**src/rtl/fm_disc_decim.sv**
```systemverilog
// Complex-baseband demodulator: cross-product FM discriminator or AM magnitude estimate,
// followed by accumulate-and-dump decimation, scaling, saturation, squelch and overflow flag.
module fm_disc_decim #(
    parameter int IN_W    = 16,
    parameter int OUT_W   = 16,
    parameter int ACC_W   = 48,
    parameter int DECIM   = 8,
    parameter int SHIFT   = 0,
    parameter int SQ_HOLD = 64
) (
    input  logic                    clk,
    input  logic                    rst,
    input  logic signed [IN_W-1:0]  i_in,
    input  logic signed [IN_W-1:0]  q_in,
    input  logic                    in_valid,
    input  logic                    mode,
    input  logic        [IN_W:0]    squelch_thr,
    input  logic                    clr_ovf,
    output logic signed [OUT_W-1:0] d_out,
    output logic                    out_valid,
    output logic                    squelch_open,
    output logic                    ovf
);
    localparam int P_W   = 2 * IN_W + 1;
    localparam int CNT_W = (DECIM > 1) ? $clog2(DECIM) : 1;
    localparam int SQ_W  = $clog2(SQ_HOLD + 1);
    localparam logic [CNT_W-1:0] CNT_LAST = CNT_W'(DECIM - 1);
    localparam logic [SQ_W-1:0]  SQ_LIMIT = SQ_W'(SQ_HOLD);
    localparam logic signed [ACC_W-1:0] SAT_MAX = {{(ACC_W-OUT_W+1){1'b0}}, {(OUT_W-1){1'b1}}};
    localparam logic signed [ACC_W-1:0] SAT_MIN = {{(ACC_W-OUT_W+1){1'b1}}, {(OUT_W-1){1'b0}}};

    typedef enum logic {SQ_CLOSED = 1'b0, SQ_OPEN = 1'b1} sq_state_t;

    function automatic logic [IN_W:0] abs_in(input logic signed [IN_W-1:0] x);
        logic [IN_W:0] xe;
        xe = {x[IN_W-1], x};
        return xe[IN_W] ? (~xe + {{IN_W{1'b0}}, 1'b1}) : xe;
    endfunction

    logic signed [IN_W-1:0]  ip_q, ip_d, qp_q, qp_d, i1_q, i1_d, q1_q, q1_d;
    logic signed [IN_W:0]    di1_q, di1_d, dq1_q, dq1_d;
    logic                    prime_q, prime_d, fmode_q, fmode_d;
    logic                    v1_q, v1_d, mode1_q, mode1_d, last1_q, last1_d;
    logic [CNT_W-1:0]        cnt_q, cnt_d;
    logic                    v2_q, v2_d, mode2_q, mode2_d, last2_q, last2_d;
    logic signed [P_W-1:0]   p1_q, p1_d, p2_q, p2_d;
    logic [IN_W:0]           mag2_q, mag2_d;
    sq_state_t               sq_state_q, sq_state_d;
    logic [SQ_W-1:0]         sq_cnt_q, sq_cnt_d;
    logic signed [ACC_W-1:0] acc_q, acc_d;
    logic signed [OUT_W-1:0] d_out_q, d_out_d;
    logic                    out_valid_q, out_valid_d, ovf_q, ovf_d;

    logic [IN_W:0]           ai_s, aq_s, mag_s;
    logic [SQ_W-1:0]         sq_inc_s;
    logic signed [ACC_W-1:0] term_s, total_s, shifted_s;
    logic signed [OUT_W-1:0] sat_s;
    logic                    clamp_s, ovf_set_s;

    // Next-state logic for the three valid-gated pipeline stages, squelch and output.
    always_comb begin
        ip_d        = ip_q;
        qp_d        = qp_q;
        i1_d        = i1_q;
        q1_d        = q1_q;
        di1_d       = di1_q;
        dq1_d       = dq1_q;
        prime_d     = prime_q;
        fmode_d     = fmode_q;
        v1_d        = 1'b0;
        mode1_d     = mode1_q;
        last1_d     = last1_q;
        cnt_d       = cnt_q;
        v2_d        = 1'b0;
        mode2_d     = mode2_q;
        last2_d     = last2_q;
        p1_d        = p1_q;
        p2_d        = p2_q;
        mag2_d      = mag2_q;
        sq_state_d  = sq_state_q;
        sq_cnt_d    = sq_cnt_q;
        acc_d       = acc_q;
        d_out_d     = d_out_q;
        out_valid_d = 1'b0;
        ovf_set_s   = 1'b0;

        // S1: the first sample after reset only loads the previous-sample registers.
        if (in_valid) begin
            v1_d = 1'b1;
            i1_d = i_in;
            q1_d = q_in;
            if (prime_q) begin
                di1_d = {i_in[IN_W-1], i_in} - {ip_q[IN_W-1], ip_q};
                dq1_d = {q_in[IN_W-1], q_in} - {qp_q[IN_W-1], qp_q};
            end else begin
                di1_d = {(IN_W+1){1'b0}};
                dq1_d = {(IN_W+1){1'b0}};
            end
            ip_d    = i_in;
            qp_d    = q_in;
            prime_d = 1'b1;
            mode1_d = (cnt_q == {CNT_W{1'b0}}) ? mode : fmode_q;
            fmode_d = mode1_d;
            last1_d = (cnt_q == CNT_LAST);
            cnt_d   = last1_d ? {CNT_W{1'b0}} : cnt_q + CNT_W'(1);
        end else begin
            v1_d = 1'b0;
        end

        ai_s = abs_in(i1_q);
        aq_s = abs_in(q1_q);
        if (ai_s >= aq_s) begin
            mag_s = ai_s + {1'b0, aq_s[IN_W:1]};
        end else begin
            mag_s = aq_s + {1'b0, ai_s[IN_W:1]};
        end
        sq_inc_s = sq_cnt_q + SQ_W'(1);

        if (v1_q) begin
            v2_d    = 1'b1;
            p1_d    = $signed({{(IN_W+1){i1_q[IN_W-1]}}, i1_q}) * $signed({{IN_W{dq1_q[IN_W]}}, dq1_q});
            p2_d    = $signed({{(IN_W+1){q1_q[IN_W-1]}}, q1_q}) * $signed({{IN_W{di1_q[IN_W]}}, di1_q});
            mag2_d  = mag_s;
            mode2_d = mode1_q;
            last2_d = last1_q;
            case (sq_state_q)
                SQ_CLOSED: begin
                    if (mag_s >= squelch_thr) begin
                        if (sq_inc_s == SQ_LIMIT) begin
                            sq_state_d = SQ_OPEN;
                            sq_cnt_d   = {SQ_W{1'b0}};
                        end else begin
                            sq_cnt_d = sq_inc_s;
                        end
                    end else begin
                        sq_cnt_d = {SQ_W{1'b0}};
                    end
                end
                SQ_OPEN: begin
                    if (mag_s < squelch_thr) begin
                        if (sq_inc_s == SQ_LIMIT) begin
                            sq_state_d = SQ_CLOSED;
                            sq_cnt_d   = {SQ_W{1'b0}};
                        end else begin
                            sq_cnt_d = sq_inc_s;
                        end
                    end else begin
                        sq_cnt_d = {SQ_W{1'b0}};
                    end
                end
                default: begin
                    sq_state_d = SQ_CLOSED;
                    sq_cnt_d   = {SQ_W{1'b0}};
                end
            endcase
        end else begin
            v2_d = 1'b0;
        end

        // S3: full-precision frame sum, scaled and clamped into the output range.
        if (mode2_q) begin
            term_s = $signed({{(ACC_W-IN_W-1){1'b0}}, mag2_q});
        end else begin
            term_s = $signed({{(ACC_W-P_W){p1_q[P_W-1]}}, p1_q})
                   - $signed({{(ACC_W-P_W){p2_q[P_W-1]}}, p2_q});
        end
        total_s   = acc_q + term_s;
        shifted_s = total_s >>> SHIFT;
        if (shifted_s > SAT_MAX) begin
            sat_s   = SAT_MAX[OUT_W-1:0];
            clamp_s = 1'b1;
        end else if (shifted_s < SAT_MIN) begin
            sat_s   = SAT_MIN[OUT_W-1:0];
            clamp_s = 1'b1;
        end else begin
            sat_s   = shifted_s[OUT_W-1:0];
            clamp_s = 1'b0;
        end

        if (v2_q) begin
            if (last2_q) begin
                acc_d       = {ACC_W{1'b0}};
                out_valid_d = 1'b1;
                if (sq_state_q == SQ_OPEN) begin
                    d_out_d   = sat_s;
                    ovf_set_s = clamp_s;
                end else begin
                    d_out_d = {OUT_W{1'b0}};
                end
            end else begin
                acc_d = total_s;
            end
        end else begin
            acc_d = acc_q;
        end

        if (ovf_set_s) begin
            ovf_d = 1'b1;
        end else if (clr_ovf) begin
            ovf_d = 1'b0;
        end else begin
            ovf_d = ovf_q;
        end
    end

    // State registers; reset discards any partially accumulated frame.
    always_ff @(posedge clk or posedge rst) begin
        if (rst) begin
            ip_q        <= {IN_W{1'b0}};
            qp_q        <= {IN_W{1'b0}};
            i1_q        <= {IN_W{1'b0}};
            q1_q        <= {IN_W{1'b0}};
            di1_q       <= {(IN_W+1){1'b0}};
            dq1_q       <= {(IN_W+1){1'b0}};
            prime_q     <= 1'b0;
            fmode_q     <= 1'b0;
            v1_q        <= 1'b0;
            mode1_q     <= 1'b0;
            last1_q     <= 1'b0;
            cnt_q       <= {CNT_W{1'b0}};
            v2_q        <= 1'b0;
            mode2_q     <= 1'b0;
            last2_q     <= 1'b0;
            p1_q        <= {P_W{1'b0}};
            p2_q        <= {P_W{1'b0}};
            mag2_q      <= {(IN_W+1){1'b0}};
            sq_state_q  <= SQ_CLOSED;
            sq_cnt_q    <= {SQ_W{1'b0}};
            acc_q       <= {ACC_W{1'b0}};
            d_out_q     <= {OUT_W{1'b0}};
            out_valid_q <= 1'b0;
            ovf_q       <= 1'b0;
        end else begin
            ip_q        <= ip_d;
            qp_q        <= qp_d;
            i1_q        <= i1_d;
            q1_q        <= q1_d;
            di1_q       <= di1_d;
            dq1_q       <= dq1_d;
            prime_q     <= prime_d;
            fmode_q     <= fmode_d;
            v1_q        <= v1_d;
            mode1_q     <= mode1_d;
            last1_q     <= last1_d;
            cnt_q       <= cnt_d;
            v2_q        <= v2_d;
            mode2_q     <= mode2_d;
            last2_q     <= last2_d;
            p1_q        <= p1_d;
            p2_q        <= p2_d;
            mag2_q      <= mag2_d;
            sq_state_q  <= sq_state_d;
            sq_cnt_q    <= sq_cnt_d;
            acc_q       <= acc_d;
            d_out_q     <= d_out_d;
            out_valid_q <= out_valid_d;
            ovf_q       <= ovf_d;
        end
    end

    assign d_out        = d_out_q;
    assign out_valid    = out_valid_q;
    assign squelch_open = (sq_state_q == SQ_OPEN);
    assign ovf          = ovf_q;

endmodule
```
**config.mk**
```make
export PLATFORM = sky130hd
export DESIGN_NAME = fm_disc_decim
export DESIGN_NICKNAME = d
export VERILOG_FILES = /design/src/rtl/fm_disc_decim.sv
export SDC_FILE = /design/constraint.sdc
export NUM_CORES = 2
export LEC_CHECK = 0
export ABC_CLOCK_PERIOD_IN_PS = 10100
export CAP_MARGIN = 20
export CORE_ASPECT_RATIO = 2
export CORE_UTILIZATION = 40
export DETAILED_ROUTE_END_ITERATION = 8
export PLACE_DENSITY_LB_ADDON = 0.2
export SLEW_MARGIN = 5
export SYNTH_ARGS = -nofsm -noshare
export SYNTH_HDL_FRONTEND = slang
export SYNTH_SLANG_ARGS = --single-unit
```
**constraint.sdc**
```tcl
create_clock -name clk -period 10.1 [get_ports clk]
set_input_delay 1.515 -clock clk [delete_from_list [all_inputs] [get_ports clk]]
set_output_delay 1.515 -clock clk [all_outputs]
set_load 0.01 [all_outputs]
```
==> After elaboration in Yosys (flattened, before gate mapping) <==
Index checks and enable logic that the tools add are counted.
{ "totals": {"n_memories": 0, "output_inout_bits": 19, "latchBits": 0, "regBits": 233, "input_bits": 54, "ramBits": 0, "romBits": 0, "word_cells": 79} }
{ "op_classes": {"mul": 2, "n_div": 0, "n_eq_ne": 2, "n_addsub": 10, "n_bitwise": 3, "n_shift": 0, "n_reduce_logical": 4, "muxes": 32, "order_cmp": 5} }
{ "ops": {"columns": ["cell", "n"], "rows": [
  ["two-way mux 48 bit", 2],
  ["two-way mux 17 bit", 5],
  ["multiplier 16 x 17 -> 33 bit", 2],
  ["adder 48 bit", 1],
  ["> comparator 48 x 16 -> 1 bit, second input constant", 1],
  ["less-than comparator 48 x 16 -> 1 bit, second input constant", 1],
  ["two-way mux 16 bit", 3],
  ["adder 17 x 1 -> 17 bit, second input constant", 2],
  ["adder 17 x 16 -> 17 bit", 2],
  ["greater-or-equal comparator 17 bit", 2],
  ["inverter 17 bit", 2],
  ["subtractor 16 x 16 -> 17 bit", 2],
  ["subtractor 33 x 33 -> 34 bit", 1],
  ["two-way mux 7 bit", 3],
  ["less-than comparator 17 bit", 1],
  ["two-way mux 1 bit", 16],
  ["case mux 7 bit (2 select lines)", 1],
  ["adder 7 x 1 -> 7 bit, second input constant", 1],
  ["== test 7 bit, second input constant", 1],
  ["AND reduction 2 bit", 2],
  ["adder 3 x 1 -> 3 bit, second input constant", 1],
  ["== test 3 bit, second input constant", 1],
  ["logical NOT 3 bit", 1],
  ["two-way mux 3 bit", 1],
  ["3 further kinds", 3]
]} }

==> Longest topological paths before layout <==
{ "logic_depth": {"word_depth": 10, "mapped_depth": 34, "depth_no_buf": 31} }

==> Least setup slack after synthesis <==
OpenSTA, ideal clock, no wires.
{ "synth_timing": {"path_type": "register to register", "from": "register i1_q[1]", "to": "register p1_q[29]", "setup_time_ns": 0.069, "synth_period_minus_slack_ns": 7.034, "path_stages_with_launch": 28, "path_buffers": 2, "arrival_time_ns": 6.965, "slack_ns": 3.066, "required_ns": 10.031, "cell_sequence": "dfrtp_1 clkbuf_1 inv_1 clkbuf_1 nor2_1 fa_1 inv_1 fa_1 inv_1 ha_1 inv_1 fa_1 fa_1 fa_1 inv_1 ha_1 o21a_1 a2111oi_1 nor4_1 o41a_1 nor4_1 o21ai_1 a31oi_1 nor2_1 a2111oi_2 a21oi_1 or3_1 nand3_1"} }
{ "synth_via": {"elab_chain_len": 1} }
{ "synth_rtl": {"columns": ["element", "line_no", "text"], "rows": [
  ["start: declaration", "40", "logic signed [IN_W-1:0] ip_q, ip_d, qp_q, qp_d, i1_q, i1_d, q1_q, q1_d;"],
  ["start signal: assignment", "211", "i1_q <= {IN_W{1'b0}};"],
  ["start signal: assignment", "236", "i1_q <= i1_d;"],
  ["multiplier 16 x 17 -> 33 bit", "121", "p1_d = $signed({{(IN_W+1){i1_q[IN_W-1]}}, i1_q}) * $signed({{IN_W{dq1_q[IN_W]}}, dq1_q});"],
  ["end signal: assignment", "224", "p1_q <= {P_W{1'b0}};"],
  ["end signal: assignment", "249", "p1_q <= p1_d;"],
  ["end: declaration", "46", "logic signed [P_W-1:0] p1_q, p1_d, p2_q, p2_d;"]
]} }
No other way between the ends.
A chain may end at the register's enable or synchronous reset.

==> Worst setup path in the final report <==
{ "layout_timing": {"from": "register p1_q[0]", "to": "register d_out_q[1] (netlist: d_out[1])"} }
{ "layout_via": {"elab_chain_len": 7, "elab_cells_between_ends": 8, "cone_classes": "2 x add/sub; 2 x order compare; 4 x mux"} }
{ "layout_rtl": {"columns": ["element", "line_no", "text"], "rows": [
  ["subtractor 33 x 33 -> 34 bit (*)", "165", "- $signed({{(ACC_W-P_W){p2_q[P_W-1]}}, p2_q});"],
  ["two-way mux 48 bit (*)", "161", "if (mode2_q) begin"],
  ["adder 48 bit (*)", "167", "total_s = acc_q + term_s;"],
  ["less-than comparator 48 x 16 -> 1 bit", "172", "end else if (shifted_s < SAT_MIN) begin"],
  ["two-way mux 16 bit", "172", null],
  ["two-way mux 16 bit (*)", "169", "if (shifted_s > SAT_MAX) begin"],
  ["two-way mux 16 bit (*)", "184", "if (sq_state_q == SQ_OPEN) begin"],
  ["end signal: assignment", "230", "d_out_q <= {OUT_W{1'b0}};"],
  ["end signal: assignment", "255", "d_out_q <= d_out_d;"],
  ["end: declaration", "51", "logic signed [OUT_W-1:0] d_out_q, d_out_d;"]
]} }
Mark *: on every way between the ends. The rest lies on a longest branch, timed or not.

==> qor.yml <==
grt_max_degree: 71
rsz0062_at_grt: "false"
cts_tree: "yes"
fmax_mhz: 122
cp_num_cells: 31
path_class: "flip-flop to flip-flop"
final_nets: 5241
hold_depth: 2
syn2layout_area_growth_pct: 7.29
synth_compound_area_share_pct: 12.6
dr_total_vias: 29500
drt_iter0_markers: 1447
yosys.area_share.xor_xnor_pct: 4.84
cap_violations: 0
synth_fa_ha_area_share_pct: 41.6
antenna_found_initial: 1
gp_congestion: 0.925
ys_warn_count: 0
hold_viol: 0
synth_edf_count: 0
setup_tns_ns: 0
layout-drive-gt1-share_pct: 3.82
outcome: "complete, no violations"
critPathSlowestCell: "or2_1"
yosys.area_share.simple_pct: 13.7
yosysSeqAreaShare_pct: 15.6
diodes: 0
wirelength_mm: 118
synth_top_family_by_area: "adder cells"
dieHeight_microns: 434
yosys_most_used_dff: "dfrtp_1"
post-cts-setup-buffers: 0
die-area_sq_mm: 0.0948
grtUsageTotal_pct: 25.5
setup-violations-final: 0
ys_async_sr_fraction_pct: 100
final.setup_skew_ns: 0.0246
dp_hpwl_mm: 99.8
clkLatencyLatePin_ns: 0.59
cts.path.max_buffers: 3
postCtsHoldBufs: 0
min_path_type: "flip-flop to flip-flop"
slowest_delay_ns: 0.60
required_ns: 10.53
regToRegSetupSlack_ns: 1.93
critPathTopFamily: "simple AND/OR/NAND/NOR gates"
grt_pass1_vias: 32100
clockRootBuffer: "clkbuf_16"
drc_errors: 0
netlist_instances: 4309
synthMuxAreaShare_pct: 1.72
coreArea_sq_mm: 0.0927
min_period_ns: 8.17
numClockSinks: 233
grt_pass1_wl_mm: 182
critPathLaunchType: "flip-flop"
routedWlPerCell_microns: 21.5
firstDrtPassIters: 8
fin_crit_sh_pct: 80.9
final_max_slew_viol_count: 0
postSynthAreaPerCell_sq_um: 8.68
cts_max_level: 1
die_width_microns: 218
start_util_pct: 40.3
slew_headroom_pct: 31.1
holdWs_ns: 0.478
worstPathMaxFanout: 15
path_clk_slew_ns: 0.07
num_rows: 158
cts-resized-gates: 0
critPathBufInv: 2
boundaryPins: 73
crit_path_end_kind: "flip-flop"
r2r_cells: 31
gr-total-overflow: 0
io_buffers: 72
worst_slew_pin_slew_ns: 1.03
cts_buffers: 26
synth_cell_types: 88
ant_nets: 0
routed_via_density: 5.36
synthesis.area_sq_mm: 0.0374
arrival_ns: 8.60
ys_ff_latch: 233
flip-flops by register name (all words and copies together) (netlist names), 3 cells and up:
| signal | count |
|---|---|
| di1_q | 17 |
| i1_q | 16 |
| d_out | 16 |
| q1_q | 16 |
| acc_q | 48 |
| cnt_q | 3 |
| p2_q | 33 |
| mag2_q | 17 |
| p1_q | 33 |
| dq1_q | 17 |
| sq_cnt_q | 7 |
layer usage:
metal / GRT usage [%] / part of all wire (%) / vias up
met3: 1.86 / 2.8 / 333
met5: 0 / 0 / -
met2: 50.1 / 55 / 667
met4: 17.1 / 7.7 / 0
li1: - / - / 13700
met1: 25.0 / 34 / 14800
worst register-to-register path, delay by kind of cell (launching register included):
family,cells,cell delay [ns]
AND/OR/NAND/NOR,13,3.10
AO/OA/AOI/OAI,11,2.81
adder cells (fa/ha/maj),3,0.99
XOR/XNOR,2,0.63
flip-flops,1,0.36
buffers and inverters,2,0.12
per-stage QoR:
| step | util, % | instance area, sq um | cells | setup WS (ns) |
|---|---|---|---|---|
| after floorplan | - | 37400 | 4311 | 2.20 |
| after global placement | 42.3 | 39200 | 5447 | 1.56 |
| after detailed placement | 42.3 | 39200 | 5448 | 1.81 |
| after CTS | 43.3 | 40100 | 5496 | 1.79 |
| after global routing | 43.3 | 40100 | 5497 | 1.24 |
| final | 43.3 | 40100 | 5497 | 1.93 |
cell usage after synthesis (18+ instances only):
cell	instances	area share, %
o31ai_1	21	0.42
o22ai_1	66	1.1
and2_1	24	0.40
o21a_1	43	0.86
nor2_1	381	3.8
o21bai_1	20	0.40
fa_1	558	30
nand4_1	28	0.47
mux2_2	42	1.3
nand2b_1	36	0.60
inv_1	796	8.0
a21oi_1	172	2.3
o21ai_0	183	2.4
xnor2_1	138	3.2
nor3_1	44	0.59
dfrtp_1	233	16
nor2b_1	29	0.48
a21o_1	57	1.1
nand2_1	533	5.3
xor2_1	66	1.5
o211ai_1	18	0.36
buf_1	25	0.25
clkbuf_1	134	1.3
nand3_1	54	0.72
ha_1	352	12
cells by family (layout without fill, tap and decap cells):
family | Yosys count | in the layout
AOI/OAI and AO/OA | 724 | 724
xor gates and xnor gates | 205 | 205
adders and majority gates | 910 | 910
buffers and inverters | 977 | 963
DFF | 233 | 233
muxes | 59 | 59
other | 2 | 4
and+or+nand+nor | 1199 | 1199
layout by cell type, fill, tap and decap left out, drive strengths merged, types with 17 or more instances in the layout:
cell	netlist	routed
fa	558	558
o211ai	28	28
o31ai	25	25
a21o	57	57
nor4	17	17
nand2	533	533
dfrtp	233	233
nand3	54	54
mux2	42	42
o22ai	66	66
nand2b	36	36
o21bai	20	20
buf	31	32
o21ai	190	190
nor3	44	44
nor2	381	381
xor2	66	66
clkdlybuf4s50	0	71
clkinv	15	23
a21oi	176	176
nor2b	29	29
nand4	28	28
and2	24	24
clkbuf	134	31
ha	352	352
mux2i	17	17
xnor2	138	138
inv	797	798
o21a	43	43
final cells by class:
type / count / area [sq um]
inverter: 812 / 3060
fill: 9328 / 52600
timing repair buffer: 103 / 951
tap: 1200 / 1500
clock inverter: 17 / 220
sequential: 233 / 5830
multi-input combinational: 3101 / 27900
clock buffer: 31 / 689
path summary, 6_finish.rpt:
kind,end,startpoint
hold / removal,d_out[15]$_DFFE_PP0P_,d_out[15]$_DFFE_PP0P_
setup / recovery,d_out[1]$_DFFE_PP0P_,p1_q[0]$_DFFE_PP0P_
setup reg to reg,d_out[1]$_DFFE_PP0P_,p1_q[0]$_DFFE_PP0P_
hold reg to reg,d_out[15]$_DFFE_PP0P_,d_out[15]$_DFFE_PP0P_
min in group asynchronous,p1_q[31]$_DFFE_PP0P_,rst
max in group asynchronous,acc_q[2]$_DFFE_PP0P_,rst
Power is left out: the tool's default activity adds up to more than one toggle a clock period on the data nets, which glitch-free logic cannot reach.
